## src/rtl/mul_hilo_ctrl_pkg.sv

```systemverilog
// Shared definitions for the EX-stage multiply controller: op codes, FSM states and mul result width.
package mul_hilo_ctrl_pkg;

    localparam int unsigned MUL_RES_W = 66;

    typedef enum logic [2:0] {
        MUL_OP_MULT  = 3'd0,
        MUL_OP_MULTU = 3'd1,
        MUL_OP_MUL   = 3'd2,
        MUL_OP_MADD  = 3'd3,
        MUL_OP_MADDU = 3'd4,
        MUL_OP_MSUB  = 3'd5,
        MUL_OP_MSUBU = 3'd6
    } mul_op_e;

    typedef enum logic [2:0] {
        ST_IDLE  = 3'd0,
        ST_ISSUE = 3'd1,
        ST_WAIT  = 3'd2,
        ST_ACC   = 3'd3,
        ST_DRAIN = 3'd4
    } mul_state_e;

    function automatic logic op_is_unsigned(input logic [2:0] op);
        return (op == MUL_OP_MULTU) || (op == MUL_OP_MADDU) || (op == MUL_OP_MSUBU);
    endfunction

    function automatic logic op_is_accum(input logic [2:0] op);
        return (op == MUL_OP_MADD) || (op == MUL_OP_MADDU) ||
               (op == MUL_OP_MSUB) || (op == MUL_OP_MSUBU);
    endfunction

    function automatic logic op_is_sub(input logic [2:0] op);
        return (op == MUL_OP_MSUB) || (op == MUL_OP_MSUBU);
    endfunction

endpackage

```

## src/rtl/mul_hilo_ctrl.sv

```systemverilog
// EX-stage multiply controller: issues to the multi-cycle mul unit, stalls until done, owns HI/LO.
// Define MUL_ACCUM_EN to support MADD/MADDU/MSUB/MSUBU through the ACC state.
module mul_hilo_ctrl
    import mul_hilo_ctrl_pkg::*;
(
    input  logic                 clk,
    input  logic                 resetn,
    input  logic                 ex_op_valid,
    input  logic [2:0]           ex_op,
    input  logic [31:0]          ex_src1,
    input  logic [31:0]          ex_src2,
    input  logic                 flush,
    input  logic                 hi_we,
    input  logic                 lo_we,
    input  logic [31:0]          hilo_wdata,
    output logic                 mul_valid,
    output logic [31:0]          mul1,
    output logic [31:0]          mul2,
    output logic                 mul_unsigned,
    input  logic [MUL_RES_W-1:0] mul_result,
    input  logic                 mul_done,
    output logic                 stall,
    output logic                 gpr_wvalid,
    output logic [31:0]          gpr_wdata,
    output logic [31:0]          hi,
    output logic [31:0]          lo
);

    mul_state_e  state, state_nxt;
    logic [2:0]  op_q;
    logic        op_ok;
    logic        accept;
    logic        commit_hilo;
    logic [63:0] product;
    logic [1:0]  unused_res_top;

    assign product        = mul_result[63:0];
    assign unused_res_top = mul_result[MUL_RES_W-1:64];

`ifdef MUL_ACCUM_EN
    logic [63:0] acc_prod;
    assign op_ok = (ex_op <= 3'(MUL_OP_MSUBU));
`else
    // Accumulate codes fall through as no-ops when the accumulator is not built.
    assign op_ok = (ex_op == MUL_OP_MULT) || (ex_op == MUL_OP_MULTU) || (ex_op == MUL_OP_MUL);
`endif

    assign accept    = ex_op_valid && !flush && op_ok;
    assign gpr_wdata = gpr_wvalid ? product[31:0] : '0;

    always_comb begin
        state_nxt   = state;
        stall       = 1'b0;
        mul_valid   = 1'b0;
        gpr_wvalid  = 1'b0;
        commit_hilo = 1'b0;
        case (state)
            ST_IDLE: begin
                if (accept) begin
                    stall     = 1'b1;
                    state_nxt = ST_ISSUE;
                end
            end
            ST_ISSUE: begin
                mul_valid = 1'b1;
                stall     = 1'b1;
                state_nxt = flush ? ST_DRAIN : ST_WAIT;
            end
            ST_WAIT: begin
                stall = 1'b1;
                // A completing op commits even if flush arrives in the same cycle.
                if (mul_done) begin
`ifdef MUL_ACCUM_EN
                    if (op_is_accum(op_q)) begin
                        state_nxt = ST_ACC;
                    end else
`endif
                    begin
                        stall     = 1'b0;
                        state_nxt = ST_IDLE;
                        if (op_q == MUL_OP_MUL) gpr_wvalid  = 1'b1;
                        else                    commit_hilo = 1'b1;
                    end
                end else if (flush) begin
                    state_nxt = ST_DRAIN;
                end
            end
            ST_ACC: begin
                state_nxt = ST_IDLE;
            end
            ST_DRAIN: begin
                stall = 1'b1;
                if (mul_done) state_nxt = ST_IDLE;
            end
            default: state_nxt = ST_IDLE;
        endcase
    end

    always_ff @(posedge clk or negedge resetn) begin
        if (!resetn) begin
            state        <= ST_IDLE;
            op_q         <= '0;
            mul1         <= '0;
            mul2         <= '0;
            mul_unsigned <= 1'b0;
            hi           <= '0;
            lo           <= '0;
`ifdef MUL_ACCUM_EN
            acc_prod     <= '0;
`endif
        end else begin
            state <= state_nxt;
            if (state == ST_IDLE && accept) begin
                op_q         <= ex_op;
                mul1         <= ex_src1;
                mul2         <= ex_src2;
                mul_unsigned <= op_is_unsigned(ex_op);
            end
            if (commit_hilo) begin
                {hi, lo} <= product;
            end
`ifdef MUL_ACCUM_EN
            if (state == ST_WAIT && mul_done) begin
                acc_prod <= product;
            end
            if (state == ST_ACC) begin
                {hi, lo} <= op_is_sub(op_q) ? ({hi, lo} - acc_prod) : ({hi, lo} + acc_prod);
            end
`endif
            if (state == ST_IDLE && !ex_op_valid) begin
                if (hi_we) hi <= hilo_wdata;
                if (lo_we) lo <= hilo_wdata;
            end
        end
    end

endmodule

```

## config.mk

```make
export PLATFORM = sky130hd
export DESIGN_NAME = mul_hilo_ctrl
export DESIGN_NICKNAME = d
export VERILOG_FILES = /design/src/rtl/mul_hilo_ctrl_pkg.sv /design/src/rtl/mul_hilo_ctrl.sv
export SDC_FILE = /design/constraint.sdc
export NUM_CORES = 1
export LEC_CHECK = 0
export BUFFER_PORTS_ARGS = -buffer_cell sky130_fd_sc_hd__buf_2
export CAP_MARGIN = 20
export CORE_ASPECT_RATIO = 1.2
export CORE_MARGIN = 4
export CORE_UTILIZATION = 40
export DETAILED_ROUTE_END_ITERATION = 10
export PLACE_DENSITY = 0.7
export SLEW_MARGIN = 20
export SYNTH_ARGS = -nofsm -noshare
export SYNTH_HDL_FRONTEND = slang
export SYNTH_SLANG_ARGS = --single-unit
export TNS_END_PERCENT = 30
```

## constraint.sdc

```tcl
create_clock -name clk -period 2.4 [get_ports clk]
set_input_delay 0.36 -clock clk [delete_from_list [all_inputs] [get_ports clk]]
set_output_delay 0.36 -clock clk [all_outputs]
set_load 0.02 [all_outputs]
```

==> flow_metrics.tcl <==
set metrics [dict create \
    status "completed" \
    pre_cts_ws_ns 0.370 \
    vias 6062 \
    seqPwrFrac 0.387 \
    hold_path_class "in -> reg" \
    coreArea_sq_um 15200 \
    hpwlAfterDp_mm 16.0 \
    synth_seq_cells 135 \
    die_x_microns 123 \
    nets 1074 \
    comb_power_share 0.320 \
    critical_path_class "reg -> out" \
    place_congestion 0.852 \
    setup_viol 0 \
    hold_slack_ns 0.156 \
    setup_ws_ns 0.117 \
    synth_compound_area_frac 0.121 \
    maxSlewViolCount 0 \
    ys_types 34 \
    initial_utilization 0.414 \
    cellPowerDensity_nw_per_um2 922 \
    synth_top_family_by_area "simple AND/OR/NAND/NOR gates" \
    p_int_w 0.00507 \
    synth-edff-count 0 \
    grt_pass1_wl_mm 33.7 \
    rsz0062_at_grt "false" \
    fin_crit_sh 0.951 \
    max-slew-margin-rel 0.532 \
    start_kind "register" \
    root_buffer "clkbuf_16" \
    antenna_found_initial 1 \
    synth_adder_area_share 0 \
    drc 0 \
    grt_use_total 0.243 \
    synthFlopType "dfrtp_1" \
    layout_commonest_cell "buf_2" \
    async_flop_share 1.00 \
    io_pins 336 \
    multi_input_area_sq_um 2560 \
    tritoncts "built" \
    p_sw_w 0.00293 \
    synth_warnings 0 \
    mostFrequentLayoutCells "buf_2 (332), dfrtp_1 (134), a31oi_1 (66)" \
    synth.avg_cell_area_sq_um 10.8 \
    drt_iter0_drc 421 \
    reg2reg_depth 5 \
    cp_data_required_time_ns 2.04 \
    critPathSlowestCell "dfrtp_1" \
    cts-htree-levels 4 \
    syn_area_sq_um 6290 \
    postSynthCellCount 585 \
    portBuffers 333 \
    path_clk_slew_ns 0.06 \
    clkSinkCount 135 \
    ir_drop_uv 622 \
    cts_buffer_depth 2 \
    cpPeakStageDelay_ns 0.41 \
    worst_ep_arrival_time_ns 1.92 \
    period_needed_ns 2.28 \
    grt_overflow 0 \
    drive_gt1_frac 0.493 \
    die_h_microns 145 \
    p_sw_frac 0.366 \
    firstDrtPassIters 4 \
    regArea_sq_um 3380 \
    whs_path_depth 2 \
    crit_chain "nor3b_4 > buf_12 > and3_1 > buf_2" \
    hold_viol 0 \
    fmax_mhz 438 \
    cts_inserted_buffers 17 \
    yosys.area_share.simple 0.160 \
    tightest_slew_ns 0.701 \
    drt-vias-per-instance 5.41 \
    syn_nets 757 \
    fin_worst_skew_ns 0.00805 \
    wl_mm 22.0 \
    antenna_left 0 \
    worst-path-max-fanout 96 \
    fp-row-count 49 \
    dieArea_sq_um 17800 \
    synthXorXnorAreaFrac 0 \
    grt_max_degree 97 \
    drv_cap 0 \
    leakagePower_nw 4.14 \
    muxShareOfSynthArea 0.120 \
    p_clk_frac 0.293 \
    routedWlPerCell_microns 19.6 \
    placed_cells 1083 \
    crit_path_end_kind "output pin" \
    tns_ns 0 \
    clkLatencyLatePin_ns 0.41 \
    ys_seq_area_frac 0.537 \
    areaGrowthSynthToFinish_pct 37.8 \
    num-fill-cells 1417 \
    final_cells 1121 \
    grt_pass1_vias 6216 \
]
[synth_stat cells (2+ instances only)]
| cell | number | share of area |
|---|---|---|
| nor3_1 | 62 | 0.049 |
| and3_1 | 32 | 0.032 |
| nand3_1 | 64 | 0.051 |
| buf_6 | 15 | 0.027 |
| mux2_2 | 48 | 0.086 |
| mux2_1 | 18 | 0.032 |
| nor3b_1 | 2 | 0.0024 |
| buf_2 | 10 | 0.0080 |
| nand2_1 | 4 | 0.0024 |
| o31ai_1 | 2 | 0.0024 |
| a31oi_1 | 66 | 0.066 |
| nor3b_2 | 2 | 0.0040 |
| dfrtp_1 | 135 | 0.54 |
| nor2_1 | 2 | 0.0012 |
| clkbuf_1 | 35 | 0.021 |
| nor2b_1 | 2 | 0.0020 |
| buf_4 | 2 | 0.0024 |
| o21ai_0 | 63 | 0.050 |
| nor3_2 | 2 | 0.0032 |
| inv_1 | 5 | 0.0030 |
[path summary, 6_finish.rpt]
kind | startpoint | to | slack, ns
setup / recovery | op_q[0] | gpr_wdata[12] | 0.12
hold / removal | ex_src1[22] | mul1[22] | 0.16
setup reg to reg | state[1] | mul1[10] | 0.44
hold reg to reg | mul1[25] | mul1[25] | 0.48
max in group asynchronous | resetn | mul1[10] | 1.19
min in group asynchronous | resetn | hi[10] | 0.51
[final cells by class]
type                    instances  area share
clock buffers                  18      0.0495
clock inverters                14      0.0118
diodes                          2    0.000577
multi-input cells             382       0.295
repair buffers                361       0.222
inverters                       5     0.00216
well taps                     204      0.0294
flip-flops and latches        135       0.390
[power by group through the flow]
| stage | registers (W) | clock network, W | logic, W |
|---|---|---|---|
| after global routing | 0.00315 | 0.00253 | 0.00276 |
| final | 0.00309 | 0.00234 | 0.00256 |
| after global placement | 0.00310 | 0 | 0.00255 |
| after detailed placement | 0.00312 | 0 | 0.00258 |
| after floorplan | 0.00378 | 0 | 0.000842 |
| after CTS | 0.00309 | 0.00240 | 0.00259 |
[flip-flops by register name, indices dropped and copies added, names as in the netlist]
register,cells
op_q,3
hi,32
mul2,32
mul_unsigned,1
lo,32
state,3
mul1,32
[critical path, delay by kind of cell, from the launching register on]
family                 cells  cell delay (ns)
and+or+nand+nor            2             0.51
DFF                        1             0.41
buffers and inverters      2             0.51
[metrics by stage]
step	cell area [sq um]	total power, W	utilization
after floorplan	6290	0.00463	-
after global placement	8080	0.00564	0.531
after detailed placement	8080	0.00570	0.531
after CTS	8670	0.00807	0.570
after global routing	8670	0.00844	0.570
final	8670	0.00800	0.571
[cell families after synthesis]
family	Yosys count
flops	135
simple gates	180
compound gates	134
mux	67
buf+inv	69
[per-layer routing]
metal / vias up / track usage / wire, microns
li1: 2802 / - / -
met2: 366 / 0.391 / 10500
met5: - / 0 / 0
met3: 38 / 0.0805 / 2360
met4: 0 / 0.0930 / 695
met1: 2856 / 0.301 / 8420
[timing repair]
item,in CTS,in global routing
cloned,1,0
hold buffers,1,0
endpoints found under the hold margin,61,0
resized for setup,1,1
endpoints found under the setup margin,19,23
pin swaps,1,0
buffers inserted,2,0
Note: power is estimated with default switching activity, not from simulation.
